--- config.mk ---
export PLATFORM = sky130hd
export DESIGN_NAME = z80_mmio_uart
export DESIGN_NICKNAME = d
export VERILOG_FILES = /design/src/rtl/z80_mmio_uart.sv
export SDC_FILE = /design/constraint.sdc
export NUM_CORES = 1
export LEC_CHECK = 0
export BUFFER_PORTS_ARGS = -buffer_cell sky130_fd_sc_hd__buf_4
export CORE_ASPECT_RATIO = 2
export CORE_MARGIN = 3
export CORE_UTILIZATION = 60
export DETAILED_ROUTE_END_ITERATION = 8
export PLACE_DENSITY = 0.8
export SLEW_MARGIN = 20
export SYNTH_ARGS = -nofsm -noshare
export SYNTH_HDL_FRONTEND = slang
export SYNTH_SLANG_ARGS = --single-unit
--- constraint.sdc ---
create_clock -name clk -period 4.4 [get_ports clk]
set_input_delay 0.22 -clock clk [delete_from_list [all_inputs] [get_ports clk]]
set_output_delay 0.22 -clock clk [all_outputs]
set_load 0.03 [all_outputs]
--- src/rtl/z80_mmio_uart.sv ---
`default_nettype none
// ============================================================================
// Module   : z80_mmio_uart
// Purpose  : Memory-mapped UART responder for the Z80 bus. A write to
//            DATA_ADDR loads the TX holding register. A read of DATA_ADDR
//            pops the RX FIFO. STATUS_ADDR returns
//            {3'b0, frm_err, tx_drop, rx_ovr, rx_avail, tx_full}.
// Ports    : clk, reset (async, active-high)
//            addr[15:0], mreq_n, rd_n, wr_n, din[7:0]  - CPU bus inputs
//            dout[7:0], sel                             - read-data mux feed
//            rx (async serial in), tx (serial out)
// Revision : 1.0 - initial release
// ============================================================================
module z80_mmio_uart #(
  parameter int          CLK_HZ      = 12000000,
  parameter int          BAUD        = 9600,
  parameter logic [15:0] DATA_ADDR   = 16'hFFFF,
  parameter logic [15:0] STATUS_ADDR = 16'hFFFD,
  parameter int          RX_DEPTH    = 4
) (
  input  logic        clk,
  input  logic        reset,
  input  logic [15:0] addr,
  input  logic        mreq_n,
  input  logic        rd_n,
  input  logic        wr_n,
  input  logic [7:0]  din,
  output logic [7:0]  dout,
  output logic        sel,
  input  logic        rx,
  output logic        tx
);

  localparam int DIV = CLK_HZ / BAUD;
  localparam int CW  = $clog2(DIV);
  localparam int AW  = $clog2(RX_DEPTH);

  localparam logic [CW-1:0] BIT_LAST  = CW'(DIV - 1);
  // The falling edge is seen two cycles late through the synchroniser and
  // START begins one cycle after that, so the mid-bit sample lands at DIV/2-2.
  localparam logic [CW-1:0] MID_LAST  = CW'(DIV / 2 - 2);
  localparam logic [AW:0]   FIFO_FULL = (AW + 1)'(RX_DEPTH);

  localparam logic [1:0] TX_IDLE  = 2'd0;
  localparam logic [1:0] TX_START = 2'd1;
  localparam logic [1:0] TX_DATA  = 2'd2;
  localparam logic [1:0] TX_STOP  = 2'd3;

  localparam logic [2:0] RX_IDLE  = 3'd0;
  localparam logic [2:0] RX_START = 3'd1;
  localparam logic [2:0] RX_DATA  = 3'd2;
  localparam logic [2:0] RX_STOP  = 3'd3;
  localparam logic [2:0] RX_WAIT  = 3'd4;  // framing error: wait for idle line

  // ---------------------------------------------------------------- bus decode
  logic hit_data, hit_stat;
  logic rd_data_acc, rd_stat_acc, wr_data_acc;
  logic rd_data_q, rd_data_d, rd_stat_q, rd_stat_d, wr_data_q, wr_data_d;
  logic wr_start, pop, stat_end;

  assign hit_data    = (addr == DATA_ADDR);
  assign hit_stat    = (addr == STATUS_ADDR);
  assign rd_data_acc = ~mreq_n & ~rd_n & hit_data;
  assign rd_stat_acc = ~mreq_n & ~rd_n & hit_stat;
  assign wr_data_acc = ~mreq_n & ~wr_n & hit_data;
  assign sel         = rd_data_acc | rd_stat_acc;

  assign rd_data_d = rd_data_acc;
  assign rd_stat_d = rd_stat_acc;
  assign wr_data_d = wr_data_acc;

  assign wr_start = wr_data_acc & ~wr_data_q;
  assign stat_end = rd_stat_q & ~rd_stat_acc;

  // ---------------------------------------------------------------- TX engine
  logic [7:0]    hold_q, hold_d, tx_shift_q, tx_shift_d;
  logic          hold_full_q, hold_full_d, tx_q, tx_d;
  logic [1:0]    tx_state_q, tx_state_d;
  logic [CW-1:0] tx_cnt_q, tx_cnt_d;
  logic [2:0]    tx_bit_q, tx_bit_d;
  logic          tx_bit_end, tx_take, tx_drop_ev;

  assign tx_bit_end = (tx_cnt_q == BIT_LAST);
  assign tx         = tx_q;

  always_comb begin
    tx_state_d  = tx_state_q;
    tx_cnt_d    = tx_cnt_q;
    tx_bit_d    = tx_bit_q;
    tx_shift_d  = tx_shift_q;
    tx_d        = tx_q;
    hold_d      = hold_q;
    hold_full_d = hold_full_q;
    tx_take     = 1'b0;
    tx_drop_ev  = 1'b0;

    if (tx_state_q != TX_IDLE) begin
      tx_cnt_d = tx_bit_end ? '0 : tx_cnt_q + 1'b1;
    end

    case (tx_state_q)
      TX_IDLE: begin
        tx_d = 1'b1;
        if (hold_full_q) tx_take = 1'b1;
      end
      TX_START: begin
        if (tx_bit_end) begin
          tx_state_d = TX_DATA;
          tx_bit_d   = 3'd0;
          tx_d       = tx_shift_q[0];
        end
      end
      TX_DATA: begin
        if (tx_bit_end) begin
          if (tx_bit_q == 3'd7) begin
            tx_state_d = TX_STOP;
            tx_d       = 1'b1;
          end else begin
            tx_bit_d   = tx_bit_q + 1'b1;
            tx_shift_d = {1'b0, tx_shift_q[7:1]};
            tx_d       = tx_shift_q[1];
          end
        end
      end
      TX_STOP: begin
        if (tx_bit_end) begin
          // A pending byte starts immediately: no idle bit between frames.
          if (hold_full_q) begin
            tx_take = 1'b1;
          end else begin
            tx_state_d = TX_IDLE;
            tx_d       = 1'b1;
          end
        end
      end
      default: tx_state_d = TX_IDLE;
    endcase

    if (tx_take) begin
      tx_shift_d  = hold_q;
      hold_full_d = 1'b0;
      tx_state_d  = TX_START;
      tx_cnt_d    = '0;
      tx_d        = 1'b0;
    end

    // Holding state is judged on the registered flag, so a write that lands
    // while the shifter is just taking the byte is still dropped.
    if (wr_start) begin
      if (hold_full_q) begin
        tx_drop_ev = 1'b1;
      end else begin
        hold_d      = din;
        hold_full_d = 1'b1;
      end
    end
  end

  // ---------------------------------------------------------------- RX engine
  logic [1:0]    rx_sync_q, rx_sync_d;
  logic          rx_prev_q, rx_prev_d, rx_line;
  logic [2:0]    rx_state_q, rx_state_d;
  logic [CW-1:0] rx_cnt_q, rx_cnt_d;
  logic [2:0]    rx_bit_q, rx_bit_d;
  logic [7:0]    rx_shift_q, rx_shift_d;
  logic          rx_bit_end, push, frm_ev;

  assign rx_line    = rx_sync_q[1];
  assign rx_bit_end = (rx_cnt_q == BIT_LAST);

  always_comb begin
    rx_sync_d  = {rx_sync_q[0], rx};
    rx_prev_d  = rx_line;
    rx_state_d = rx_state_q;
    rx_cnt_d   = rx_cnt_q;
    rx_bit_d   = rx_bit_q;
    rx_shift_d = rx_shift_q;
    push       = 1'b0;
    frm_ev     = 1'b0;

    case (rx_state_q)
      RX_IDLE: begin
        if (rx_prev_q && !rx_line) begin
          rx_state_d = RX_START;
          rx_cnt_d   = '0;
        end
      end
      RX_START: begin
        if (rx_cnt_q == MID_LAST) begin
          rx_cnt_d = '0;
          if (rx_line) begin
            rx_state_d = RX_IDLE;  // false start
          end else begin
            rx_state_d = RX_DATA;
            rx_bit_d   = 3'd0;
          end
        end else begin
          rx_cnt_d = rx_cnt_q + 1'b1;
        end
      end
      RX_DATA: begin
        if (rx_bit_end) begin
          rx_cnt_d   = '0;
          rx_shift_d = {rx_line, rx_shift_q[7:1]};
          if (rx_bit_q == 3'd7) rx_state_d = RX_STOP;
          else                  rx_bit_d   = rx_bit_q + 1'b1;
        end else begin
          rx_cnt_d = rx_cnt_q + 1'b1;
        end
      end
      RX_STOP: begin
        if (rx_bit_end) begin
          rx_cnt_d = '0;
          if (rx_line) begin
            push       = 1'b1;
            rx_state_d = RX_IDLE;
          end else begin
            frm_ev     = 1'b1;
            rx_state_d = RX_WAIT;
          end
        end else begin
          rx_cnt_d = rx_cnt_q + 1'b1;
        end
      end
      RX_WAIT: begin
        if (rx_line) rx_state_d = RX_IDLE;
      end
      default: rx_state_d = RX_IDLE;
    endcase
  end

  // ---------------------------------------------------------------- RX FIFO
  logic [7:0]    fifo_mem [RX_DEPTH];
  logic [AW-1:0] wr_ptr_q, wr_ptr_d, rd_ptr_q, rd_ptr_d;
  logic [AW:0]   fifo_cnt_q, fifo_cnt_d;
  logic          fifo_empty, fifo_full, push_ok, ovr_ev;

  assign fifo_empty = (fifo_cnt_q == '0);
  assign fifo_full  = (fifo_cnt_q == FIFO_FULL);
  // Pop on the trailing edge of a data read so dout holds for the whole access.
  assign pop        = rd_data_q & ~rd_data_acc & ~fifo_empty;
  // A pop in the same cycle frees the slot, so a push into a full FIFO succeeds.
  assign push_ok    = push & (~fifo_full | pop);
  assign ovr_ev     = push & fifo_full & ~pop;

  always_comb begin
    wr_ptr_d   = push_ok ? wr_ptr_q + 1'b1 : wr_ptr_q;
    rd_ptr_d   = pop     ? rd_ptr_q + 1'b1 : rd_ptr_q;
    fifo_cnt_d = fifo_cnt_q;
    case ({push_ok, pop})
      2'b10:   fifo_cnt_d = fifo_cnt_q + 1'b1;
      2'b01:   fifo_cnt_d = fifo_cnt_q - 1'b1;
      default: fifo_cnt_d = fifo_cnt_q;
    endcase
  end

  always_ff @(posedge clk) begin
    if (push_ok) fifo_mem[wr_ptr_q] <= rx_shift_q;
  end

  // ---------------------------------------------------------------- sticky flags
  logic rx_ovr_q, rx_ovr_d, tx_drop_q, tx_drop_d, frm_err_q, frm_err_d;

  // Clearing at the end of a status read yields to an event in the same cycle.
  assign rx_ovr_d  = (rx_ovr_q  & ~stat_end) | ovr_ev;
  assign tx_drop_d = (tx_drop_q & ~stat_end) | tx_drop_ev;
  assign frm_err_d = (frm_err_q & ~stat_end) | frm_ev;

  // ---------------------------------------------------------------- read data
  always_comb begin
    dout = 8'h00;
    if (hit_data) begin
      dout = fifo_empty ? 8'h00 : fifo_mem[rd_ptr_q];
    end else if (hit_stat) begin
      dout = {3'b000, frm_err_q, tx_drop_q, rx_ovr_q, ~fifo_empty, hold_full_q};
    end
  end

  // ---------------------------------------------------------------- state
  always_ff @(posedge clk or posedge reset) begin
    if (reset) begin
      rd_data_q   <= 1'b0;
      rd_stat_q   <= 1'b0;
      wr_data_q   <= 1'b0;
      hold_q      <= 8'h00;
      hold_full_q <= 1'b0;
      tx_state_q  <= TX_IDLE;
      tx_cnt_q    <= '0;
      tx_bit_q    <= 3'd0;
      tx_shift_q  <= 8'h00;
      tx_q        <= 1'b1;
      rx_sync_q   <= 2'b11;
      rx_prev_q   <= 1'b1;
      rx_state_q  <= RX_IDLE;
      rx_cnt_q    <= '0;
      rx_bit_q    <= 3'd0;
      rx_shift_q  <= 8'h00;
      wr_ptr_q    <= '0;
      rd_ptr_q    <= '0;
      fifo_cnt_q  <= '0;
      rx_ovr_q    <= 1'b0;
      tx_drop_q   <= 1'b0;
      frm_err_q   <= 1'b0;
    end else begin
      rd_data_q   <= rd_data_d;
      rd_stat_q   <= rd_stat_d;
      wr_data_q   <= wr_data_d;
      hold_q      <= hold_d;
      hold_full_q <= hold_full_d;
      tx_state_q  <= tx_state_d;
      tx_cnt_q    <= tx_cnt_d;
      tx_bit_q    <= tx_bit_d;
      tx_shift_q  <= tx_shift_d;
      tx_q        <= tx_d;
      rx_sync_q   <= rx_sync_d;
      rx_prev_q   <= rx_prev_d;
      rx_state_q  <= rx_state_d;
      rx_cnt_q    <= rx_cnt_d;
      rx_bit_q    <= rx_bit_d;
      rx_shift_q  <= rx_shift_d;
      wr_ptr_q    <= wr_ptr_d;
      rd_ptr_q    <= rd_ptr_d;
      fifo_cnt_q  <= fifo_cnt_d;
      rx_ovr_q    <= rx_ovr_d;
      tx_drop_q   <= tx_drop_d;
      frm_err_q   <= frm_err_d;
    end
  end

endmodule
`default_nettype wire

==> results.md, run 1 <==
Floorplanning:
- The die footprint is 9830 sq um.
- 40 I/O pins were placed.
- Measured along the x axis, the die boundary spans a little over 70 microns.
- The number of cell rows is 47.
- The chip height is 137 microns.
- The effective utilization at floorplan is 61.9%.
- The area of the core region is 8350 sq um.

Timing:
- Headroom to the max-slew limit came out at 37.1%.
- The routed design could run at a clock period as short as around 2600 ps.
- Summed over all failing endpoints, the final setup total negative slack is 0 ps.
- The setup-violating endpoint count in the final report is 0.
- The portion of the clock cycle consumed by the worst path in the final layout is 60.0%.
- At the pin with the least slew margin, the transition time is 943 ps.
- The hold violation count in the final report is 0.
- The number of pins with negative max-slew slack in the final report was 0.
- Setup repair after global routing left no endpoint under its margin.
- Timing would allow up to 379 MHz.
- Across all setup checks in the final design, the least slack found is 1760 ps.
- The clock arrives with 7.32 ps of skew.

Setup path:
- The worst setup path is launched from a register.
- The destination of the worst register-to-register timing path is fifo_cnt_q[1]$_DFFE_PP0P_.
- For flop-to-flop paths, the worst setup slack is 1760 ps.
- The startpoint of the lowest-slack register-to-register path is rx_cnt_q[4]$_DFFE_PP0P_.
- The worst setup path is captured at a register.
- The arrival time of data at the critical path endpoint is 2900 ps.
- The worst-path maximum fanout is 8.
- The type of the worst setup path is reg2reg.
- The number of cells on the worst reg-to-reg path is 7.
- STA puts the critical path data required time at 4660 ps.

Power and ir drop:
- Power spread over the standard cell area amounts to between 300 and 400 nW/um^2.
- The static power due to leakage is 2.64 nW.
- VDD sags by at most between 0.0003 and 0.0004 V.

Placement:
- The HPWL after detailed placement is 7720 microns.
- The congestion estimate from routability-driven global placement came to 0.920.
- In this run the tool buffered the top-level ports with 39 buffer cells.
- The placement-stage worst setup slack is 1730 ps.

Min path:
- The worst hold path was traced through 2 stages.
- The worst min-delay path endpoint is wr_data_q$_DFF_PP0_.
- The class of the tightest hold or removal check is in2reg.
- In this run the most critical hold path is launched from wr_n.

Finish:
- The proportion of layout cells with a drive suffix above 1 is 20.9%.
- The net count of the finished layout is 513.
- The library cell used most frequently in the layout, excluding fill and tap cells, is sky130_fd_sc_hd__dfrtp_1.
- The number of inserted diodes is 0.
- The top cell types in the final layout, fill and taps aside, are sky130_fd_sc_hd__dfrtp_1, sky130_fd_sc_hd__buf_4, sky130_fd_sc_hd__edfxtp_1.
- The layout overhead on the synthesized area is 13.5%.

Synth:
- The most used flip-flop cell after synthesis is sky130_fd_sc_hd__dfrtp_1.
- After synthesis, flip-flops and latches occupy 55.0% of the total area.
- The area share of the largest cell type after synthesis is 34.4%.
- The fraction of the mapped netlist area in adder cells is between 4 and 5%.
- The synthesized netlist devotes 3.75% of its cell area to XOR and XNOR gates.
- The number of nets handed over by synthesis was 472.
- The synthesized netlist devotes 14.8% of its cell area to simple gates.
- Counting distinct cell types in the post-synthesis netlist gives approximately 70.
- The fraction of the mapped netlist area in compound gates is 9.92%.
- Counting flops with a built-in enable in the synthesized netlist gives 32.
- In this run, synthesis produced a sequential element count of 107.
- Counting flops with an async set or reset pin after synthesis yields a share of 70.1%.
- Yosys printed 0 warnings.
- After synthesis, the largest family of logic cells by area is simple AND/OR/NAND/NOR gates.
- Summing every instance area after synthesis gives 5170 sq um.
- After synthesis, the mean cell area works out to 12.2 sq um.
- The post-synthesis cell type with the largest combined area is sky130_fd_sc_hd__dfrtp_1.
- After synthesis, the share of cell area in mux cells is under 10%.
- In the post-synthesis netlist, the biggest area contributors are sky130_fd_sc_hd__dfrtp_1, sky130_fd_sc_hd__edfxtp_1, sky130_fd_sc_hd__ha_1.
- The synthesized instance count is 424.

Job:
- Max-cap violations in this run came to 0.

CTS:
- The number of clock sinks seen by CTS is ~110.
- The clock-pin slew reported for the worst setup and hold paths after clock tree synthesis is 80 ps.
- The cell sitting at the root of the clock tree is a sky130_fd_sc_hd__clkbuf_16.
- Counting the buffers created by CTS gives 9.
- The maximum buffer depth of the clock tree is 2.
- The CTS tree is done.
- The clock reaches the later pin of the worst-skew pair after 350 ps.
- CTS built an H-tree with a depth of 3.

Routing:
- The number of antenna-violating nets in the routed design is 0.
- The number of DRC markers after the initial detailed-route iteration is 210.
- The number of design rule violations left after detail routing is 0.
- The final route contains ~3,600 vias.
- In the final routed layout, each cell accounts on average for 18.6 microns.
- The post-detailed-routing wire length is 10,600 microns.
- The via-per-instance ratio is 6.32.
- The detailed-router iteration count before antenna repair is 7.

Status:
- The flow ran to the end, and the final reports show no timing, DRC or antenna violations.

GRT:
- The initial antenna violation count is 0.
- The pin count of the biggest net entering global routing is 62.
- Global routing used 23.3% of the available tracks.
- The first global-routing pass estimated 17,700 microns of wire.
- The via count of the first global-routing pass is 3,728.
- Summed over all layers, the global routing overflow is 0.
area by class of cell:
| class | instances | area (sq um) |
|---|---|---|
| Clock buffer | 9 | 225 |
| Clock inverter | 7 | 78.8 |
| Sequential cell | 107 | 2840 |
| Multi-Input combinational cell | 286 | 2200 |
| Fill cell | 590 | 2480 |
| Timing Repair Buffer | 44 | 335 |
| Tap cell | 98 | 123 |
| Inverter | 17 | 63.8 |
registers in the layout, summed over array words and instances (netlist names), 3 cells and up:
register / cells
fifo_cnt_q: 3
rx_cnt_q: 11
tx_bit_q: 3
hold_q: 8
tx_shift_q: 8
fifo_mem: 32
rx_shift_q: 8
tx_cnt_q: 11
rx_bit_q: 3
rx_state_q: 3
repair_timing:
| action | CTS | global route |
|---|---|---|
| hold buffers | 2 | 0 |
| hold endpoints to repair | 14 | 0 |
| setup endpoints to repair | 0 | 0 |
| resized for setup | 0 | 0 |
| buffers inserted | 0 | 0 |
cell usage after synthesis, types with 10 or more instances:
master	instances
sky130_fd_sc_hd__nand2_1	27
sky130_fd_sc_hd__xor2_1	14
sky130_fd_sc_hd__ha_1	17
sky130_fd_sc_hd__mux2_2	14
sky130_fd_sc_hd__nand4_1	17
sky130_fd_sc_hd__o21ai_0	17
sky130_fd_sc_hd__mux2i_1	11
sky130_fd_sc_hd__inv_1	17
sky130_fd_sc_hd__dfrtp_1	71
sky130_fd_sc_hd__nor2_1	27
sky130_fd_sc_hd__edfxtp_1	32
sky130_fd_sc_hd__clkbuf_1	10
sky130_fd_sc_hd__nand3_1	12
sky130_fd_sc_hd__a21oi_1	17
metrics by stage:
| step | utilization, % | std cells | total power, mW | instance area (sq um) | hold slack [ps] |
|---|---|---|---|---|---|
| 4_1_cts | 70.3 | 568 | 2.10 | 5870 | 64.9 |
| 3_5_place_dp | 66.4 | 550 | 1.31 | 5540 | 206 |
| 5_1_grt | 70.3 | 568 | 2.17 | 5870 | 71.1 |
| 3_3_place_gp | 66.4 | 550 | 1.30 | 5540 | 204 |
| 6_report | 70.3 | 568 | 2.08 | 5870 | 80.7 |
| 2_1_floorplan | - | 424 | 1.24 | 5170 | 224 |
per-layer routing:
metal	part of all wire, %	wire (microns)	track usage, %	vias to the layer above
met3	3.7	394	4.09	27
li1	-	-	-	1662
met5	0	0	0	-
met1	35	3700	24.2	1802
met4	3.2	342	9.83	0
met2	58	6150	44.7	100
power breakdown:
| part | internal (mW) | switching [mW] | leakage, nW |
|---|---|---|---|
| Clock | 0.407 | 0.385 | 0.150 |
| Combinational | 0.0800 | 0.123 | 1.12 |
| Sequential | 1.05 | 0.0396 | 1.37 |
worst max path at each step:
stage / from / to / cells after the start
after global routing: rx_cnt_q[4]$_DFFE_PP0P_ / fifo_cnt_q[1]$_DFFE_PP0P_ / 7
after detailed placement: addr[6] / fifo_cnt_q[1]$_DFFE_PP0P_ / 9
after CTS: rx_cnt_q[4]$_DFFE_PP0P_ / fifo_cnt_q[1]$_DFFE_PP0P_ / 7
after floorplan: rx_cnt_q[2]$_DFFE_PP0P_ / fifo_cnt_q[1]$_DFFE_PP0P_ / 7
final: rx_cnt_q[4]$_DFFE_PP0P_ / fifo_cnt_q[1]$_DFFE_PP0P_ / 7
after global placement: addr[6] / fifo_cnt_q[1]$_DFFE_PP0P_ / 9
logic make-up after synthesis:
family                   count (synthesis)
AND/OR/NAND/NOR                        136
flip-flops                             107
AO/OA/AOI/OAI                           75
multiplexers                            37
buffers and inverters                   31
XOR/XNOR                                20
adder cells (fa/ha/maj)                 18
critical path, cell delays in order (launching register included):
cell	delay [ps]
sky130_fd_sc_hd__dfrtp_1	440
sky130_fd_sc_hd__nand4bb_1	390
sky130_fd_sc_hd__nor4_4	600
sky130_fd_sc_hd__nor3_1	120
sky130_fd_sc_hd__fa_1	550
sky130_fd_sc_hd__nor2_1	60
sky130_fd_sc_hd__o21a_1	200
sky130_fd_sc_hd__a211oi_2	190
Power figures use the tool's default switching activity.
==> inputs of run 2 (changes only) <==
- CORE_UTILIZATION: 60 -> 54
- PLACE_DENSITY: 0.8 -> 0.76
- clock period: 4.4 -> 2.32 ns (I/O delays scaled with it)
==> results.md, run 2 (same netlist as run 1, synthesis figures left out) <==
Status:
- The flow ran to the end, and the final reports show no timing, DRC or antenna violations.

Setup path:
- The critical path in this run is classified as reg2reg.
- The beginning of the critical path is rx_cnt_q[9]$_DFFE_PP0P_.
- The signal on the critical path passes through or3b_4 -> nor4_4 -> nor3_2 -> fa_1 -> nor2_1 -> o21a_1 -> a211oi_2.
- The worst register-to-register path ends at fifo_cnt_q[1]$_DFFE_PP0P_.
- The destination of the critical timing path is fifo_cnt_q[1]$_DFFE_PP0P_.
- The critical-path cell with the highest stage delay is sky130_fd_sc_hd__fa_1.
- The category of the worst setup path launch point is a register.
- For the worst setup path, the data arrival time is ~2500 ps.
- The worst-path maximum fanout is 4.
- For the worst flop-to-flop path, the logic depth is 7.
- The required time at the worst-slack endpoint is ~2600 ps.
- The worst register-to-register path begins at rx_cnt_q[9]$_DFFE_PP0P_.
- On the worst path, the slowest cell contributes a delay of 520 ps.
- The capturing element type of the critical path is a register.
- The setup slack of the worst register-to-register path is 90 ps.

Power and ir drop:
- For this design the ratio of total power to cell area is about 650 nW/um^2.
- The static power due to leakage is 2.84 nW.
- Total power for the finished layout comes to 4.07 mW.
- VDD sags by at most 0.000435 V.

GRT:
- The total overflow reported by the global router is 0.
- The initial antenna violation count is 0.
- The pin count of the biggest net entering global routing is 36.
- The via count of the first global-routing pass came to 3,924.
- The first global-routing pass estimated 18,100 microns of wire.
- In the global route stage, overall resource usage came out at 22.1%.

Timing:
- Hold timing on the final database bottoms out at a slack of 3.25 ps.
- After layout, the worst path uses between 90% and 100% of the clock period.
- The minimum setup slack in the final design is 92.0 ps.
- Timing would allow up to 449 MHz.
- For the pin with the worst max-slew slack, the measured transition is 577 ps.
- Setup repair after global routing could not meet its margin everywhere.
- The clock period minus worst slack is 2230 ps.
- The setup clock skew after layout is ~9.1 ps.
- The hold violation count in the final report came to 0.
- Headroom to the max-slew limit came out at 60.9%.
- The number of pins with negative max-slew slack in the final report came to 0.
- The setup-violating endpoint count in the final report is 0.

Floorplanning:
- The effective utilization at floorplan is 56.6%.
- The horizontal extent of the die is 75.2 microns.
- The die footprint is 10,900 sq um.
- In this run the standard cell core region covers 9140 sq um.
- The die is around 140 microns tall.
- The top-level port count is 40.
- The floorplan has 49 rows.

Routing:
- After the first detailed-routing iteration, the DRC count stood at 185.
- Using the TritonRoute via totals, the vias-per-cell ratio works out to 6.03.
- Routed signal wires occupy layers up through met4.
- The first TritonRoute pass finished after 4 iterations.
- The met1 wire length is 4110 microns.
- Once detail routing completed, the nets flagged for antenna violations numbered 0.
- The detailed route wirelength on metal2 is 6090 microns.
- In the detailed route, the total length drawn on met3 is 403 microns.
- In the routed design, unresolved DRC markers number 0.
- The post-detailed-routing wire length is 11,000 microns.
- The post-detailed-route wirelength per cell is ~18 microns.
- The routed layout has between 3,000 and 4,000 vias.

CTS:
- The CTS tree is done.
- The clock network latency to the later pin of the worst-skew pair is 350 ps.
- The number of clock buffers inserted by TritonCTS is 9.
- The number of H-tree levels is 3.
- Clock tree synthesis found a total of 107 sinks.
- The clock tree root driver cell is sky130_fd_sc_hd__clkbuf_16.
- The clock-pin slew reported for the worst setup and hold paths after clock tree synthesis is around 70 ps.
- The maximum buffer depth of the clock tree is 2.

Finish:
- The top cell types in the final layout, fill and taps aside, are sky130_fd_sc_hd__dfrtp_1, sky130_fd_sc_hd__buf_4, sky130_fd_sc_hd__edfxtp_1.
- The net count of the finished layout is roughly 550.
- The number of inserted diodes is 0.
- The largest registers in the layout are fifo_mem (32), rx_cnt_q (11), tx_cnt_q (11).
- The most frequent standard cell in the layout excluding fill and tap cells is sky130_fd_sc_hd__dfrtp_1.
- The proportion of layout cells with a drive suffix above 1 is 26.2%.
- The flip-flop count of the largest register after layout is 32.
- The area growth from synthesis to layout is 21.0%.
- The register bank with the most flops is fifo_mem.
- The non-filler instance count after layout is 610.

Placement:
- The count of buffers inserted at the top-level ports is 39.
- The estimated wirelength of the detail-placed design is between 8000 and 9000 microns.
- At the placement stage, the worst setup path has a slack of -13.5 ps.
- At the end of routability-driven placement, the weighted congestion stood at 0.828.
- The number of placed instances, taps included, is 585.

Job:
- The max-capacitance violation count is 0.

Min path:
- The worst hold path cell count is 2.
- The tightest min-delay check is of the in2reg type.
-- run 2: cell count changes in the layout (fill, tap and decap cells not counted), moves of 2 or more --
cell / before / now
sky130_fd_sc_hd__clkinvlp_4: 0 / 2
sky130_fd_sc_hd__buf_4: 42 / 70
sky130_fd_sc_hd__inv_6: 0 / 2
sky130_fd_sc_hd__inv_8: 4 / 0
sky130_fd_sc_hd__dlygate4sd3_1: 2 / 7
sky130_fd_sc_hd__buf_12: 0 / 5
-- run 2: stage by stage --
step	area, sq um	TNS, ps	utilization, %
after floorplan	5190	0	-
after global placement	5860	0	64.1
after detailed placement	5860	-262	64.1
after CTS	6230	0	68.3
after global routing	6250	-3.21	68.5
final	6250	0	68.5
-- run 2: timing repair --
item,in CTS,in global routing
hold buffers,7,0
endpoints found under the setup margin,32,1
setup buffers,0,2
gates resized for setup,1,1
pin swaps,0,2
hold endpoints to repair,23,0
-- run 2: metal layers --
metal	up-vias	GRT usage [%]
met1	1829	23.4
li1	1736	-
met5	-	0
met4	0	10.8
met3	30	3.48
met2	85	40.8
-- run 2: worst min-delay path by stage --
| stage | startpoint | endpoint | slack [ps] |
|---|---|---|---|
| CTS | din[5] | hold_q[5]$_DFFE_PP0P_ | 0.2 |
| global placement | reset | rx_shift_q[5]$_DFFE_PP0P_ | 190 |
| floorplan | rx | rx_sync_q[0]$_DFF_PP1_ | 120 |
| detailed placement | reset | rx_shift_q[5]$_DFFE_PP0P_ | 190 |
| finish | din[4] | hold_q[4]$_DFFE_PP0P_ | 3 |
| global route | din[5] | hold_q[5]$_DFFE_PP0P_ | 6 |
-- run 2: power breakdown --
part	total, mW	internal, mW	switching, mW	leakage [nW]
Combinational	0.521	0.233	0.288	1.32
Sequential	2.02	1.99	0.0387	1.37
Clock	1.53	0.844	0.685	0.142
Total	4.07	3.06	1.01	2.84
-- run 2: cell type report --
| cell class | instances | area [sq um] |
|---|---|---|
| Inverter | 17 | 63.8 |
| Sequential cell | 107 | 2840 |
| Timing Repair Buffer | 82 | 696 |
| Clock inverter | 7 | 76.3 |
| Tap cell | 102 | 128 |
| Multi-Input combinational cell | 286 | 2220 |
| Clock buffer | 9 | 225 |
| Fill cell | 654 | 2880 |
-- run 2: worst max-delay path, delay by kind of cell, from the launching register on --
family / cells / cell delay, ps
AO/OA/AOI/OAI: 2 / 360
adder cells (fa/ha/maj): 1 / 520
flip-flops: 1 / 410
AND/OR/NAND/NOR: 4 / 850
